[src/rtl/core_config_pkg.sv]
// Core-wide configuration shared by the performance-counter CSR logic:
// data width, counter identifiers, CSR addresses and the default snapshot lifetime.
package core_config_pkg;

  localparam int XLEN            = 32;
  localparam int PERF_SHADOW_TTL = 16;

  typedef enum logic [1:0] {
    PERF_CYC  = 2'd0,
    PERF_TIM  = 2'd1,
    PERF_RET  = 2'd2,
    PERF_NONE = 2'd3
  } perf_id_t;

  // User-level counters and their machine-mode aliases (time has no M alias).
  localparam logic [11:0] CSR_CYCLE     = 12'hC00;
  localparam logic [11:0] CSR_TIME      = 12'hC01;
  localparam logic [11:0] CSR_INSTRET   = 12'hC02;
  localparam logic [11:0] CSR_MCYCLE    = 12'hB00;
  localparam logic [11:0] CSR_MINSTRET  = 12'hB02;
  localparam logic [11:0] CSR_CYCLEH    = 12'hC80;
  localparam logic [11:0] CSR_TIMEH     = 12'hC81;
  localparam logic [11:0] CSR_INSTRETH  = 12'hC82;
  localparam logic [11:0] CSR_MCYCLEH   = 12'hB80;
  localparam logic [11:0] CSR_MINSTRETH = 12'hB82;

endpackage

[src/rtl/perf_csr_decode.sv]
// Combinational performance-counter CSR address decoder: address to
// {counter id, high-half flag, illegal}. Shared with the main CSR file.
module perf_csr_decode
  import core_config_pkg::*;
(
  input  logic [11:0] addr,
  output perf_id_t    id,
  output logic        is_high,
  output logic        illegal
);

  always_comb begin
    id      = PERF_NONE;
    is_high = 1'b0;
    illegal = 1'b0;
    case (addr)
      CSR_CYCLE, CSR_MCYCLE:       id = PERF_CYC;
      CSR_TIME:                    id = PERF_TIM;
      CSR_INSTRET, CSR_MINSTRET:   id = PERF_RET;
      CSR_CYCLEH, CSR_MCYCLEH: begin
        id      = PERF_CYC;
        is_high = 1'b1;
      end
      CSR_TIMEH: begin
        id      = PERF_TIM;
        is_high = 1'b1;
      end
      CSR_INSTRETH, CSR_MINSTRETH: begin
        id      = PERF_RET;
        is_high = 1'b1;
      end
      default:                     illegal = 1'b1;
    endcase
  end

endmodule

[src/rtl/perf_csr_reader.sv]
// Performance-counter CSR read port with a registered one-cycle response.
// Define PERF_SNAPSHOT_EN to add the low-half snapshot that makes lo/hi pairs tear-free.
module perf_csr_reader
  import core_config_pkg::*;
#(
  parameter int XLEN       = core_config_pkg::XLEN,
  parameter int SHADOW_TTL = PERF_SHADOW_TTL
) (
  input  logic            clk,
  input  logic            rst,
  input  logic            clk_en,
  input  logic            req_valid,
  output logic            req_ready,
  input  logic [11:0]     req_addr,
  input  logic [XLEN-1:0] cyc_l,
  input  logic [XLEN-1:0] cyc_h,
  input  logic [XLEN-1:0] tim_l,
  input  logic [XLEN-1:0] tim_h,
  input  logic [XLEN-1:0] ret_l,
  input  logic [XLEN-1:0] ret_h,
  output logic            rsp_valid,
  input  logic            rsp_ready,
  output logic [XLEN-1:0] rsp_data,
  output logic            rsp_err
);

  localparam logic [0:0] IDLE = 1'b0;
  localparam logic [0:0] RESP = 1'b1;

  if (XLEN != 32) begin : g_bad_xlen
    $error("perf_csr_reader requires XLEN == 32");
  end
  if (SHADOW_TTL < 1 || SHADOW_TTL > 255) begin : g_bad_ttl
    $error("perf_csr_reader SHADOW_TTL must be in 1..255");
  end

  logic [0:0]      state_q, state_d;
  logic [XLEN-1:0] rsp_data_q, rsp_data_d;
  logic            rsp_err_q, rsp_err_d;

  perf_id_t        dec_id;
  logic            dec_high;
  logic            dec_illegal;
  logic [XLEN-1:0] live_lo;
  logic [XLEN-1:0] live_hi;
  logic [XLEN-1:0] hi_sel;
  logic            accept;

  perf_csr_decode u_decode (
    .addr    (req_addr),
    .id      (dec_id),
    .is_high (dec_high),
    .illegal (dec_illegal)
  );

  assign req_ready = (state_q == IDLE);
  assign rsp_valid = (state_q == RESP);
  assign rsp_data  = rsp_data_q;
  assign rsp_err   = rsp_err_q;
  assign accept    = req_valid && clk_en && (state_q == IDLE);

  always_comb begin
    live_lo = '0;
    live_hi = '0;
    case (dec_id)
      PERF_CYC: begin
        live_lo = cyc_l;
        live_hi = cyc_h;
      end
      PERF_TIM: begin
        live_lo = tim_l;
        live_hi = tim_h;
      end
      PERF_RET: begin
        live_lo = ret_l;
        live_hi = ret_h;
      end
      default: begin
        live_lo = '0;
        live_hi = '0;
      end
    endcase
  end

`ifdef PERF_SNAPSHOT_EN
  logic            shadow_vld_q, shadow_vld_d;
  perf_id_t        shadow_id_q, shadow_id_d;
  logic [7:0]      shadow_age_q, shadow_age_d;
  logic [XLEN-1:0] shadow_hi_q, shadow_hi_d;
  logic            shadow_hit;

  // Aliases decode to the same id, so a B00/C80 pair still matches.
  assign shadow_hit = shadow_vld_q && dec_high && !dec_illegal && (shadow_id_q == dec_id);
  assign hi_sel     = shadow_hit ? shadow_hi_q : live_hi;

  always_comb begin
    shadow_vld_d = shadow_vld_q;
    shadow_id_d  = shadow_id_q;
    shadow_age_d = shadow_age_q;
    shadow_hi_d  = shadow_hi_q;
    if (clk_en && shadow_vld_q) begin
      shadow_age_d = shadow_age_q - 8'd1;
      if (shadow_age_q == 8'd1) begin
        shadow_vld_d = 1'b0;
      end
    end
    // A fresh low-half read overrides expiry in the same cycle.
    if (accept && !dec_illegal) begin
      if (!dec_high) begin
        shadow_vld_d = 1'b1;
        shadow_id_d  = dec_id;
        shadow_age_d = 8'(SHADOW_TTL);
        shadow_hi_d  = live_hi;
      end else if (shadow_hit) begin
        shadow_vld_d = 1'b0;
      end
    end
  end

  always_ff @(posedge clk or posedge rst) begin
    if (rst) begin
      shadow_vld_q <= 1'b0;
      shadow_id_q  <= PERF_NONE;
      shadow_age_q <= 8'd0;
      shadow_hi_q  <= '0;
    end else begin
      shadow_vld_q <= shadow_vld_d;
      shadow_id_q  <= shadow_id_d;
      shadow_age_q <= shadow_age_d;
      shadow_hi_q  <= shadow_hi_d;
    end
  end
`else
  assign hi_sel = live_hi;
`endif

  always_comb begin
    state_d    = state_q;
    rsp_data_d = rsp_data_q;
    rsp_err_d  = rsp_err_q;
    case (state_q)
      IDLE: begin
        if (accept) begin
          state_d = RESP;
          if (dec_illegal) begin
            rsp_data_d = '0;
            rsp_err_d  = 1'b1;
          end else begin
            rsp_data_d = dec_high ? hi_sel : live_lo;
            rsp_err_d  = 1'b0;
          end
        end
      end
      RESP: begin
        if (rsp_ready && clk_en) begin
          state_d = IDLE;
        end
      end
      default: state_d = IDLE;
    endcase
  end

  always_ff @(posedge clk or posedge rst) begin
    if (rst) begin
      state_q    <= IDLE;
      rsp_data_q <= '0;
      rsp_err_q  <= 1'b0;
    end else begin
      state_q    <= state_d;
      rsp_data_q <= rsp_data_d;
      rsp_err_q  <= rsp_err_d;
    end
  end

endmodule

[config.mk]
export PLATFORM = sky130hd
export DESIGN_NAME = perf_csr_reader
export DESIGN_NICKNAME = d
export VERILOG_FILES = /design/src/rtl/core_config_pkg.sv /design/src/rtl/perf_csr_decode.sv /design/src/rtl/perf_csr_reader.sv
export SDC_FILE = /design/constraint.sdc
export NUM_CORES = 1
export LEC_CHECK = 0
export CAP_MARGIN = 20
export CELL_PAD_IN_SITES_DETAIL_PLACEMENT = 1
export CELL_PAD_IN_SITES_GLOBAL_PLACEMENT = 1
export CORE_MARGIN = 5
export CORE_UTILIZATION = 24
export DETAILED_ROUTE_END_ITERATION = 8
export PLACE_DENSITY = 0.78
export SLEW_MARGIN = 20
export SYNTH_ARGS = -nofsm -noshare
export SYNTH_HDL_FRONTEND = slang
export SYNTH_SLANG_ARGS = --single-unit
[constraint.sdc]
create_clock -name clk -period 1.7 [get_ports clk]
set_input_delay 0.34 -clock clk [delete_from_list [all_inputs] [get_ports clk]]
set_output_delay 0.34 -clock clk [all_outputs]
set_load 0.005 [all_outputs]
==> results.json <==
{
  "status": "finished, violations left",
  "failed_checks": "negative setup slack",
  "dr.pass1.iters": 4,
  "die_x_microns": 130,
  "drtAntennaViolNets": 0,
  "critPathMaxFanout": 6,
  "vias_per_cell": 5.21,
  "period_share": 1.09,
  "synth_fa_ha_area_frac": 0,
  "worst_slew_margin_rel": 0.743,
  "synth_top_family_by_area": "compound AO/OA/AOI/OAI gates",
  "vias": 4373,
  "met2_usage": 0.399,
  "rsz0062_at_grt": "true",
  "core_sq_um": 14000,
  "cp-end-kind": "register",
  "die_area_sq_um": 16900,
  "required_ns": 1.89,
  "grt_max_degree": 35,
  "clkTransAtPathRegs_ns": 0.06,
  "tightest_slew_ns": 0.382,
  "die_h_microns": 130,
  "ir_drop_mv": 0.314,
  "htree_levels": 2,
  "startpoint_type": "primary input",
  "yosys_warnings": 0,
  "synth_xor_area_frac": 0,
  "clk_latency_ns": 0.28,
  "globalRouteMet3Util": 0.0409,
  "total_power_uw": 2900,
  "initial_utilization": 0.247,
  "grt_pass1_wl_microns": 27700,
  "setup_viol": 33,
  "final_max_slew_viol_count": 0,
  "maxCapViolCount": 0,
  "hpwl_microns": 14000,
  "yosysSeqAreaShare": 0.247,
  "power_density_nw_per_um2": 409,
  "clock_skew_ns": 0.00373,
  "cts_buffer_depth": 2,
  "fp-row-count": 43,
  "grt-ovfl-total": 0,
  "grt_pass1_vias": 4958,
  "synth-simple-area-share": 0.110,
  "yosysUniqueCellTypes": 27,
  "power.leakage_uw": 0.00278,
  "numCtsBuffers": 5,
  "diodes": 0,
  "avgSynthCellArea_sq_um": 8.80,
  "antenna_found_initial": 0,
  "fin_crit_ns": 1.85,
  "top_usage_layer": "met2",
  "muxShareOfSynthArea": 0.197,
  "netlist_area_sq_um": 3450,
  "drc": 0,
  "io_pins": 244,
  "max_freq_mhz": 540,
  "grt_usage": 0.210,
  "cts_root_buf": "clkbuf_16",
  "totalWireLength_microns": 18300,
  "place_ws_ns": -0.674,
  "cp.arrival_ns": 2.04,
  "ys_ff_latch": 34,
  "grt_use_met1": 0.247,
  "reg2regPathDepth": 6,
  "hold_viol": 0,
  "post_drt_wl_per_cell_microns": 21.8,
  "drt-initial-drc-count": 208,
  "final_nets": 867,
  "fin_ws_ns": -0.152,
  "setup.worst_path.class": "in2reg",
  "syn_nets": 601,
  "cts_tree": "yes",
  "numClockSinks": 34,
  "synthCells": 392,
  "port_buffers": 243,
  "min_path_type": "in2async",
  "final_layout_size_suffix_gt1_frac": 0.266,
  "synth_compound_area_frac": 0.348,
  "synthToLayoutAreaGrowth_pct": 105,
  "gp_congestion": 0.789
}
## path summary, 6_finish.rpt
path,from,to,slack (ns)
min,rst,rsp_data[18]$_DFFE_PP0P_,0.41
min in group clk,rsp_data[8]$_DFFE_PP0P_,rsp_data[8]$_DFFE_PP0P_,0.50
max in group asynchronous,rst,rsp_data[12]$_DFFE_PP0P_,1.08
max,req_addr[8],rsp_data[14]$_DFFE_PP0P_,-0.15
min reg2reg,rsp_data[8]$_DFFE_PP0P_,rsp_data[8]$_DFFE_PP0P_,0.50
max reg2reg,rsp_valid$_DFF_PP0_,rsp_data[14]$_DFFE_PP0P_,0.15
## kinds of logic (layout without fill, tap and decap cells)
logic type / Yosys count / after routing
AO/OA/AOI/OAI: 132 / 132
buffers and inverters: 82 / 349
AND/OR/NAND/NOR: 80 / 80
multiplexers: 64 / 64
flip-flops: 34 / 34
## layout by cell type (no fill, tap or decap), types with 31 or more instances in the layout
cell	instances
mux2i_1	32
nor3_1	32
mux2_2	32
dfrtp_1	34
inv_1	35
a211oi_1	31
a22oi_1	32
clkdlybuf4s50_1	233
nand2_1	35
buf_4	36
## state kept, by name, indices dropped and copies added (netlist names)
signal     count
rsp_valid      1
rsp_data      32
rsp_err        1
## power by group
part / internal (uW) / switching, uW / total (uW)
clock network: 692 / 385 / 1080
logic: 631 / 356 / 988
registers: 821 / 10.8 / 831
## final cells by class
cell class / instances / area [sq um]
clock inverters: 3 / 45.0
flip-flops and latches: 34 / 851
repair buffers: 306 / 3210
multi-input cells: 276 / 2480
inverters: 35 / 131
fillers: 1567 / 6920
clock buffers: 5 / 125
well taps: 180 / 225
## synthesized netlist by cell type
cell / number / area, sq um
a2111oi_4: 1 / 27.5
buf_6: 3 / 33.8
clkbuf_1: 35 / 131
or2_2: 1 / 6.26
a22oi_1: 32 / 240
o221ai_1: 32 / 280
or3_1: 1 / 6.26
nor3_1: 33 / 165
nor2_1: 3 / 11.3
dfrtp_1: 34 / 851
nand4bb_1: 1 / 11.3
nand2_1: 35 / 131
o21ai_2: 1 / 8.76
mux2_2: 32 / 360
or3b_1: 1 / 8.76
nand2b_1: 2 / 12.5
o211ai_2: 30 / 375
a21o_1: 1 / 7.51
a21oi_1: 1 / 5.00
inv_1: 35 / 131
nor4_2: 1 / 12.5
a211oi_1: 32 / 240
o211ai_1: 2 / 15.0
buf_2: 5 / 25.0
mux2i_1: 32 / 320
buf_1: 4 / 15.0
nand3b_1: 2 / 15.0
## per-stage QoR
step / hold WS, ns / instances / instance area [sq um] / setup TNS [ns] / util
finish: 0.414 / 839 / 7070 / -3.81 / 0.506
global route: 0.452 / 839 / 7070 / -5.92 / 0.506
CTS: 0.423 / 839 / 7070 / -2.81 / 0.505
detailed placement: 0.477 / 813 / 6440 / -20.60 / 0.460
global placement: 0.459 / 813 / 6440 / -18.90 / 0.460
floorplan: 0.474 / 392 / 3480 / -3.73 / -
## repair_timing
action	4_1_cts	5_1_grt
setup endpoints to repair	33	33
pin swaps	13	0
resized for setup	67	1
hold endpoints to repair	0	0
hold buffers	0	0
setup buffers	14	0
cloned	4	0
## metal layers
layer | wire length, microns | part of all wire
met4 | 176 | 0.0096
met3 | 1220 | 0.066
met5 | 0 | 0
met2 | 9770 | 0.53
met1 | 7140 | 0.39
## critical path, stage by stage
cell and delay (ns):
buf_6 0.09, or3b_4 0.40, a2111oi_4 0.42, buf_12 0.16, buf_12 0.10, o21ai_4 0.06, buf_12 0.15, buf_12 0.14
o211ai_1 0.16
No activity file was read; power rests on OpenSTA's default activity.
